===== config.mk =====
export PLATFORM = sky130hd
export DESIGN_NAME = adsr_vca
export DESIGN_NICKNAME = d
export VERILOG_FILES = /design/src/rtl/adsr_pkg.sv /design/src/rtl/adsr_tick_gen.sv /design/src/rtl/adsr_vca.sv
export SDC_FILE = /design/constraint.sdc
export NUM_CORES = 1
export LEC_CHECK = 0
export CAP_MARGIN = 20
export CELL_PAD_IN_SITES_DETAIL_PLACEMENT = 1
export CELL_PAD_IN_SITES_GLOBAL_PLACEMENT = 1
export CORE_AREA = 2 2 281 283
export DETAILED_ROUTE_END_ITERATION = 10
export DIE_AREA = 0 0 283 285
export MAX_ROUTING_LAYER = met4
export PLACE_DENSITY_LB_ADDON = 0.1
export SKIP_LAST_GASP = 1
export SLEW_MARGIN = 20
export SYNTH_ARGS = -nofsm -noshare
export SYNTH_HDL_FRONTEND = slang
export SYNTH_HIERARCHICAL = 1
export SYNTH_SLANG_ARGS = --single-unit

===== constraint.sdc =====
create_clock -name clk -period 7.1 [get_ports clk]
set_input_delay 0.71 -clock clk [delete_from_list [all_inputs] [get_ports clk]]
set_output_delay 0.71 -clock clk [all_outputs]
set_load 0.01 [all_outputs]

===== src/rtl/adsr_pkg.sv =====
// Shared types and default widths for the ADSR envelope / VCA stage.
package adsr_pkg;

  localparam int unsigned TICK_DIV_DEF = 1000;
  localparam int unsigned PERIOD_W_DEF = 23;
  localparam int unsigned AUDIO_W_DEF  = 24;
  localparam int unsigned ENV_W_DEF    = 18;

  localparam logic [ENV_W_DEF-1:0] ENV_MAX = {ENV_W_DEF{1'b1}};

  typedef enum logic [2:0] {
    ST_IDLE    = 3'd0,
    ST_ATTACK  = 3'd1,
    ST_DECAY   = 3'd2,
    ST_SUSTAIN = 3'd3,
    ST_RELEASE = 3'd4
  } state_t;

endpackage


===== src/rtl/adsr_tick_gen.sv =====
// Free-running prescaler: one-cycle tick every TICK_DIV clocks, never restarted by note events.
module adsr_tick_gen
  import adsr_pkg::*;
#(
  parameter int unsigned TICK_DIV = TICK_DIV_DEF
) (
  input  logic clk,
  input  logic rst_b,
  output logic tick
);

  localparam int unsigned CNT_W = (TICK_DIV > 2) ? $clog2(TICK_DIV) : 1;
  localparam logic [CNT_W-1:0] CNT_LAST = CNT_W'(TICK_DIV - 1);

  logic [CNT_W-1:0] cnt_r;

  assign tick = (cnt_r == CNT_LAST);

  // counter 0..TICK_DIV-1 with wrap
  always_ff @(posedge clk or negedge rst_b) begin
    if (!rst_b) begin
      cnt_r <= {CNT_W{1'b0}};
    end else if (tick) begin
      cnt_r <= {CNT_W{1'b0}};
    end else begin
      cnt_r <= cnt_r + {{(CNT_W-1){1'b0}}, 1'b1};
    end
  end

endmodule


===== src/rtl/adsr_vca.sv =====
// Note event detection, ADSR envelope state machine and two-stage tone x envelope multiplier.
module adsr_vca
  import adsr_pkg::*;
#(
  parameter int unsigned TICK_DIV = TICK_DIV_DEF,
  parameter int unsigned PERIOD_W = PERIOD_W_DEF,
  parameter int unsigned AUDIO_W  = AUDIO_W_DEF,
  parameter int unsigned ENV_W    = ENV_W_DEF
) (
  input  logic               clk,
  input  logic               rst_b,
  input  logic [PERIOD_W-1:0] period,
  input  logic [AUDIO_W-1:0]  tone_in,
  input  logic [ENV_W-1:0]    attack_rate,
  input  logic [ENV_W-1:0]    decay_rate,
  input  logic [ENV_W-1:0]    sustain_level,
  input  logic [ENV_W-1:0]    release_rate,
  output logic [AUDIO_W-1:0]  audio_out,
  output logic [ENV_W-1:0]    env_level,
  output logic                busy
);

  localparam int unsigned PROD_W = AUDIO_W + ENV_W + 1;
  localparam logic [ENV_W-1:0] ENV_TOP  = {ENV_W{1'b1}};
  localparam logic [ENV_W-1:0] ENV_ZERO = {ENV_W{1'b0}};

  logic [PERIOD_W-1:0] period_q_r;
  logic                note_on_s, note_off_s, tick_s;
  state_t              state_r, state_nxt_s;
  logic [ENV_W-1:0]    level_r, level_nxt_s;
  logic [ENV_W:0]      att_sum_s, dec_diff_s;
  logic [AUDIO_W-1:0]  tone_p_r;
  logic [ENV_W-1:0]    env_p_r;
  logic                busy_r;
  logic [AUDIO_W-1:0]  audio_r;
  logic signed [PROD_W-1:0] tone_x_s, env_x_s, prod_s;
  logic                unused_prod_s;

  adsr_tick_gen #(.TICK_DIV(TICK_DIV)) u_tick (
    .clk   (clk),
    .rst_b (rst_b),
    .tick  (tick_s)
  );

  // A change to a different nonzero period is a (re)trigger; a drop to zero releases.
  assign note_on_s  = (period != period_q_r) && (period != {PERIOD_W{1'b0}});
  assign note_off_s = (period_q_r != {PERIOD_W{1'b0}}) && (period == {PERIOD_W{1'b0}});

  assign att_sum_s  = {1'b0, level_r} + {1'b0, attack_rate};
  assign dec_diff_s = {1'b0, level_r} - {1'b0, decay_rate};

  // next state and envelope level; events pre-empt ticks and leave the level untouched
  always_comb begin
    state_nxt_s = state_r;
    level_nxt_s = level_r;
    if (note_on_s) begin
      state_nxt_s = ST_ATTACK;
    end else if (note_off_s && (state_r != ST_IDLE) && (state_r != ST_RELEASE)) begin
      state_nxt_s = ST_RELEASE;
    end else if (tick_s) begin
      case (state_r)
        ST_ATTACK: begin
          if ((attack_rate == ENV_ZERO) || (att_sum_s >= {1'b0, ENV_TOP})) begin
            level_nxt_s = ENV_TOP;
            state_nxt_s = ST_DECAY;
          end else begin
            level_nxt_s = att_sum_s[ENV_W-1:0];
          end
        end
        ST_DECAY: begin
          if (level_r <= sustain_level) begin
            state_nxt_s = ST_SUSTAIN;
          end else if ((decay_rate == ENV_ZERO) || dec_diff_s[ENV_W] ||
                       (dec_diff_s[ENV_W-1:0] <= sustain_level)) begin
            level_nxt_s = sustain_level;
            state_nxt_s = ST_SUSTAIN;
          end else begin
            level_nxt_s = dec_diff_s[ENV_W-1:0];
          end
        end
        ST_SUSTAIN: begin
          level_nxt_s = sustain_level;
        end
        ST_RELEASE: begin
          if ((release_rate == ENV_ZERO) || (release_rate >= level_r)) begin
            level_nxt_s = ENV_ZERO;
            state_nxt_s = ST_IDLE;
          end else begin
            level_nxt_s = level_r - release_rate;
          end
        end
        ST_IDLE: begin
          level_nxt_s = ENV_ZERO;
        end
        default: begin
          level_nxt_s = ENV_ZERO;
          state_nxt_s = ST_IDLE;
        end
      endcase
    end else begin
      level_nxt_s = level_r;
    end
  end

  // state, level, busy and period history registers
  always_ff @(posedge clk or negedge rst_b) begin
    if (!rst_b) begin
      state_r    <= ST_IDLE;
      level_r    <= ENV_ZERO;
      busy_r     <= 1'b0;
      period_q_r <= {PERIOD_W{1'b0}};
    end else begin
      state_r    <= state_nxt_s;
      level_r    <= level_nxt_s;
      busy_r     <= (state_nxt_s != ST_IDLE);
      period_q_r <= period;
    end
  end

  // Unsigned level is zero-extended so the signed product keeps the tone's sign.
  assign tone_x_s = {{(ENV_W+1){tone_p_r[AUDIO_W-1]}}, tone_p_r};
  assign env_x_s  = {{AUDIO_W{1'b0}}, 1'b0, env_p_r};
  assign prod_s   = tone_x_s * env_x_s;
  assign unused_prod_s = ^{prod_s[PROD_W-1], prod_s[ENV_W-1:0]};

  // two-stage multiplier pipeline; slicing above ENV_W is an arithmetic shift (floor)
  always_ff @(posedge clk or negedge rst_b) begin
    if (!rst_b) begin
      tone_p_r <= {AUDIO_W{1'b0}};
      env_p_r  <= ENV_ZERO;
      audio_r  <= {AUDIO_W{1'b0}};
    end else begin
      tone_p_r <= tone_in;
      env_p_r  <= level_r;
      audio_r  <= prod_s[ENV_W +: AUDIO_W];
    end
  end

  assign audio_out = audio_r;
  assign env_level = level_r;
  assign busy      = busy_r;

endmodule


=== Word level (Yosys, flattened, before mapping) ===
Cells that the tools add are included.

* Bits in registers: 121
* Output and inout bits: 43
* Word-level logic and storage cells: 60

* Add/subtract/negate cells: 4
* Multipliers: 1
* Magnitude comparators: 4
* Equal/unequal tests: 8
* Muxes and demuxes: 14
* Bitwise gates (word level): 2
* Reduce and logical (&&, ||, !) cells: 19

{| class="wikitable"
|+ Operator list
! kind !! count
|-
| 18-bit two-way mux || 4
|-
| 18-bit one-hot mux with 4 select lines || 1
|-
| 18-bit logical NOT || 3
|-
| 23-bit nonzero test || 2
|-
| 24-bit by 19-bit multiplier with 42-bit output || 1
|-
| 18-bit <= comparator || 2
|-
| 23-bit logical NOT || 1
|-
| 23-bit != test || 1
|-
| 3-bit two-way mux || 7
|-
| 18-bit by 18-bit adder with 19-bit output || 1
|-
| 19-bit by 18-bit >= comparator with 1-bit output (second input constant) || 1
|-
| 18-bit by 18-bit subtractor with 19-bit output || 1
|-
| 18-bit >= comparator || 1
|-
| 18-bit subtractor || 1
|-
| 3-bit one-hot mux with 4 select lines || 1
|-
| 10-bit by 1-bit adder with 10-bit output (second input constant) || 1
|-
| 10-bit equality test (second input constant) || 1
|-
| 10-bit two-way mux || 1
|-
| 3-bit by 2-bit equality test with 1-bit output (second input constant) || 2
|-
| 3-bit nonzero test || 2
|-
| 1-bit logical AND || 4
|-
| 1-bit logical OR || 4
|-
| 4-bit AND reduction || 1
|-
| 3-bit by 1-bit equality test with 1-bit output (second input constant) || 1
|-
| other kinds (6) || 7
|}

=== Longest topological paths before layout ===
* Depth in word-level cells: 10
* Mapped depth: 26

=== Modules after synthesis ===
Netlist, hierarchy kept.

{| class="wikitable"
|+ Modules (own cells, without submodules)
! module !! times used !! cells an instance !! area each (sq um) !! sequential area each (sq um)
|-
| adsr_vca || 1 || 2,636 || 23,455.0 || 2,777.7
|-
| adsr_tick_gen || 1 || 43 || 483.0 || 250.2
|}

=== Worst setup path after synthesis ===
Ideal clock, no wire load.

* Kind: reg2reg
* Start: register env_p_r[1]
* End: register audio_r[23], in the netlist audio_out[23]
* Library setup time: 0.080 ns
* Data arrival time: 6.347 ns
* Required time: 7.020 ns
* Path slack: 0.673 ns
* Cell stages (with the launch flop): 23
* Path buffers: 1
* Period minus slack after synthesis: 6.427 ns
* Path through: dfrtp_1 clkbuf_1 and2_1 fa_1 inv_1 fa_1 fa_1 inv_1 fa_1 inv_1 fa_1 fa_1 inv_1 ha_1 inv_1 o21bai_1 a21o_1 a21o_1 a221o_1 a31o_2 and4_1 a2111oi_2 xnor2_1

* Longest elaborated chain between the ends: 1

{| class="wikitable"
|+ RTL lines
! what !! line !! RTL
|-
| start: declaration || adsr_vca.sv:33 || <nowiki>logic [ENV_W-1:0] env_p_r;</nowiki>
|-
| start signal: assignment || adsr_vca.sv:134 || <nowiki>env_p_r <= level_r;</nowiki>
|-
| 24-bit by 19-bit multiplier with 42-bit output || adsr_vca.sv:123 || <nowiki>assign prod_s = tone_x_s * env_x_s;</nowiki>
|-
| via prod_s[41] || adsr_vca.sv:36 || <nowiki>logic signed [PROD_W-1:0] tone_x_s, env_x_s, prod_s;</nowiki>
|-
| end signal: assignment || adsr_vca.sv:131 || <nowiki>audio_r <= {AUDIO_W{1'b0}};</nowiki>
|-
| end signal: assignment || adsr_vca.sv:135 || <nowiki>audio_r <= prod_s[ENV_W +: AUDIO_W];</nowiki>
|-
| end: declaration || adsr_vca.sv:35 || <nowiki>logic [AUDIO_W-1:0] audio_r;</nowiki>
|}

The timed path passes the listed nets, and every way through them passes these cells.
A chain may end at the register's enable or synchronous reset.

=== Worst setup path after layout ===
* Start: register env_p_r[8]
* End: register audio_r[23], in the netlist audio_out[23]

The elaborated chain is that of the path after synthesis.

==> qor.csv <==
stage;metric;value;unit
synth;synth_edf_count;0;
cells_and_area;n_fill_cell;9027;
drt;routed_wl;80.4;mm
floorplan;die_h;285;microns
worst_setup_path;end_kind;flop;
synth;syn_area;23900;sq um
clock_tree;numClockSinks;121;
worst_setup_path;cp-startpoint;env_p_r[8]$_DFF_PN0_;
clock_tree;clk_pin_slew;0.07;ns
synth;ys.flop_type;dfrtp_1;
drt;first_pass_iters;5;
placement;dp_slack;0.0782;ns
cells_and_area;seqCellArea;3040;sq um
status;outcome;finished, final reports clean;
worst_setup_path;cpMaxStageDelayCell;fa_1;
worst_setup_path;cpPeakStageDelay;0.54;ns
synth;ys_seq_area_share;12.6;%
clock_tree;htreeDepth;4;
synth;yosys_register_bits;121;
global_routing;overflow;0;
synth;yosys_warnings;6;
drt;wl_per_cell;20.4;microns
floorplan;rows;103;
placement;io_buffers;163;
synth;netlist_instances;2679;
drt;avgViaCountPerCell;4.81;
drt;ant_nets;0;
floorplan;die_area;80700;sq um
sta;setup_viol;0;
power;powerDensity;71.1;nW/um^2
floorplan;pin_count;164;
worst_setup_path;worst-path-max-fanout;24;
power;peakVddDrop;0.128;mV
sta;period_share;96.3;%
sta;setup_slack;0.262;ns
sta;fin_skew;0.0147;ns
worst_setup_path;reg2reg_depth;23;
worst_setup_path;cp.required;7.49;ns
sta;max_freq;146;MHz
hold_path;hold_path_class;input port to asynchronous set/reset pin;
floorplan;core_area;78000;sq um
clock_tree;cts_buffer_depth;2;
worst_setup_path;r2r-start;env_p_r[8]$_DFF_PN0_;
cells_and_area;area_growth;16.7;%
worst_setup_path;crit_type;flop to flop;
global_routing;grt_pass1_wl;128;mm
global_routing;antenna_found_initial;7;
drt;drt_drc_violations_left;0;
clock_tree;worst_skew_pair.late_latency;0.48;ns
global_routing;grt_pass1_vias;21700;
worst_setup_path;cp-start-kind;flop;
power;leakagePower;0.0141;uW
cells_and_area;drive_gt1_share;5.86;%
global_routing;grt_max_degree;70;
global_routing;top_usage_layer;met2;
synth;syn-num-nets;3421;
sta;slew_headroom;33.4;%
global_routing;grtUsageMet3;2.34;%
drt;first_iter_violations;925;
clock_tree;cts_tree;yes;
worst_setup_path;crit_chain;buf_12 > and2_1 > fa_1 > inv_1 > fa_1 > fa_1 > inv_1 > fa_1 > fa_1 > inv_1 > fa_1 > inv_1 > ha_1 > a21o_1 > a211o_1 > a211o_2 > o31ai_4 > a31oi_1 > buf_4 > a31o_2 > and4_1 > a2111oi_2 > xnor2_1;
synth;ys_types;85;
worst_setup_path;cp.arrival;7.23;ns
global_routing;grt.met1_usage;28.2;%
placement;dp_hpwl;68.0;mm
sta;period_needed;6.84;ns
cells_and_area;stdcell_area;27900;sq um
floorplan;initial_core_util;30.7;%
placement;place.gp.congestion;0.869;
global_routing;grt_use_total;21.4;%
clock_tree;cts-buffers-inserted;17;
floorplan;die_x;283;microns
placement;placed_area;27300;sq um
sta;hold_viol_final;0;
global_routing;use_met2;35.3;%
synth;syn_area_per_cell;8.94;sq um
job;maxCapViolCount;0;
clock_tree;root_buffer;clkbuf_16;
worst_setup_path;worst_path_most_repeated_cell;fa_1;
sta;worstMarginPinSlew;0.985;ns
cells_and_area;layout.nets;3611;
sta;drv_slew;0;
worst_setup_path;rrSetupSlack;0.26;ns
synth;synthArstFlopShare;100;%
drt;vias;18900;
worst_setup_path;crit_end;audio_out[23]$_DFF_PN0_;
cells_and_area;multiInputGateArea;18200;sq um
worst_setup_path;timing.rr.end;audio_out[23]$_DFF_PN0_;
-- metrics by stage --
stage	total power [uW]	utilization (%)	setup TNS (ns)	hold slack (ns)	instances
2_1_floorplan	862	-	0	0.414	2679
3_3_place_gp	1050	35.0	0	0.499	3899
3_5_place_dp	1050	35.0	0	0.505	3899
4_1_cts	2030	35.8	0	0.229	3931
5_1_grt	2080	35.8	-0.00130	0.254	3934
6_report	1990	35.8	0	0.227	3935
-- cell families (layout without fill, tap and decap cells) --
group	after synthesis	in the layout	synth area share, %
other cells	0	3	0
xor+xnor	91	91	3.33
fa+ha+maj	621	621	45.8
mux	10	10	0.434
compound gates	367	367	10.4
flops	121	121	12.6
buf+inv	712	915	11.2
simple gates	757	757	16.2
-- cell usage after synthesis, drive strengths merged, types with 4 or more instances --
library cell,n,area share [%]
a2bb2oi,4,0.15
nor2,66,1.0
mux2i,7,0.29
o21bai,9,0.28
a21o,42,1.3
and3,22,0.62
o21a,19,0.60
a31oi,24,0.63
a311oi,7,0.26
o22ai,7,0.18
nor4b,4,0.15
a221oi,8,0.29
buf,4,0.14
nand2,280,4.4
a2111oi,6,0.25
o211ai,14,0.46
inv,624,9.8
dfrtp,121,13
or3,10,0.28
ha,195,10
and4,7,0.27
nor3,30,0.65
clkbuf,84,1.3
fa,426,36
nor4,28,0.73
nand4,24,0.63
nand2b,11,0.29
o31ai,10,0.31
nor2b,13,0.34
and2,212,5.5
a21oi,97,2.0
a211oi,12,0.40
or2,6,0.16
a211o,4,0.15
xor2,22,0.80
nor3b,4,0.13
o21ai,55,1.1
xnor2,69,2.5
nand3,30,0.63
a21boi,5,0.16
-- layer usage --
| layer | vias to the layer above | part of all wire (%) |
|---|---|---|
| met5 | - | 0 |
| met4 | 0 | 1.7 |
| met3 | 62 | 2.9 |
| met2 | 261 | 48 |
| met1 | 9829 | 47 |
| li1 | 8783 | - |
-- cell type report --
type,instances,area share [%]
sequential,121,10.9
clock inverter,15,0.632
multi-input combinational,1846,65.3
antenna,3,0.0269
tap,1050,4.70
timing repair buffer,259,8.51
clock buffer,17,1.52
inverter,624,8.40
-- timing repair --
item,in CTS,in global routing
resized for setup,0,18
setup buffers,0,1
endpoints found under the setup margin,0,7
hold buffers,0,0
-- critical path: cells and delay by family, from the launching register on --
kind | cells | cell delay [ns]
AO/OA/AOI/OAI | 7 | 1.91
adder cells (fa/ha/maj) | 7 | 3.27
flip-flops | 1 | 0.39
XOR/XNOR | 1 | 0.18
AND/OR/NAND/NOR | 2 | 0.40
buffers and inverters | 6 | 0.57
-- how the worst min path moves through the flow --
stage / from / slack [ns] / endpoint / depth (start not counted)
4_1_cts: rst_b / 0.23 / period_q_r[3]$_DFF_PN0_ / 1
5_1_grt: rst_b / 0.25 / period_q_r[22]$_DFF_PN0_ / 1
3_5_place_dp: u_tick/cnt_r[0]$_DFF_PN0_ / 0.51 / u_tick/cnt_r[0]$_DFF_PN0_ / 1
6_report: rst_b / 0.23 / period_q_r[22]$_DFF_PN0_ / 1
3_3_place_gp: u_tick/cnt_r[0]$_DFF_PN0_ / 0.50 / u_tick/cnt_r[0]$_DFF_PN0_ / 1
2_1_floorplan: rst_b / 0.41 / audio_out[0]$_DFF_PN0_ / 0
-- state kept, by name, summed over array words and instances, names as in the netlist --
name / count
audio_out: 24
state_r: 3
period_q_r: 23
env_level: 18
env_p_r: 18
u_tick/cnt_r: 10
busy: 1
tone_p_r: 24
-- cell usage in the layout (no fill, tap or decap), drive strengths merged, types with 7 or more instances in the layout --
master         instances
a211oi                12
a21o                  42
a21oi                 97
a221oi                 8
a311oi                 7
a31oi                 24
and2                 212
and3                  22
and4                   7
buf                   97
clkbuf                17
clkdlybuf4s50        162
dfrtp                121
fa                   426
ha                   195
inv                  633
mux2i                  7
nand2                280
nand2b                11
nand3                 30
nand4                 24
nor2                  66
nor2b                 13
nor3                  30
nor4                  28
o211ai                14
o21a                  19
o21ai                 55
o21bai                 9
o22ai                  7
o31ai                 10
or3                   10
xnor2                 69
xor2                  22
-- where the power goes --
group          switching, uW  internal, uW
Clock                    416           531
Combinational            175           136
Sequential              26.9           703
Total                    618          1370
Power figures use the tool's default switching activity.
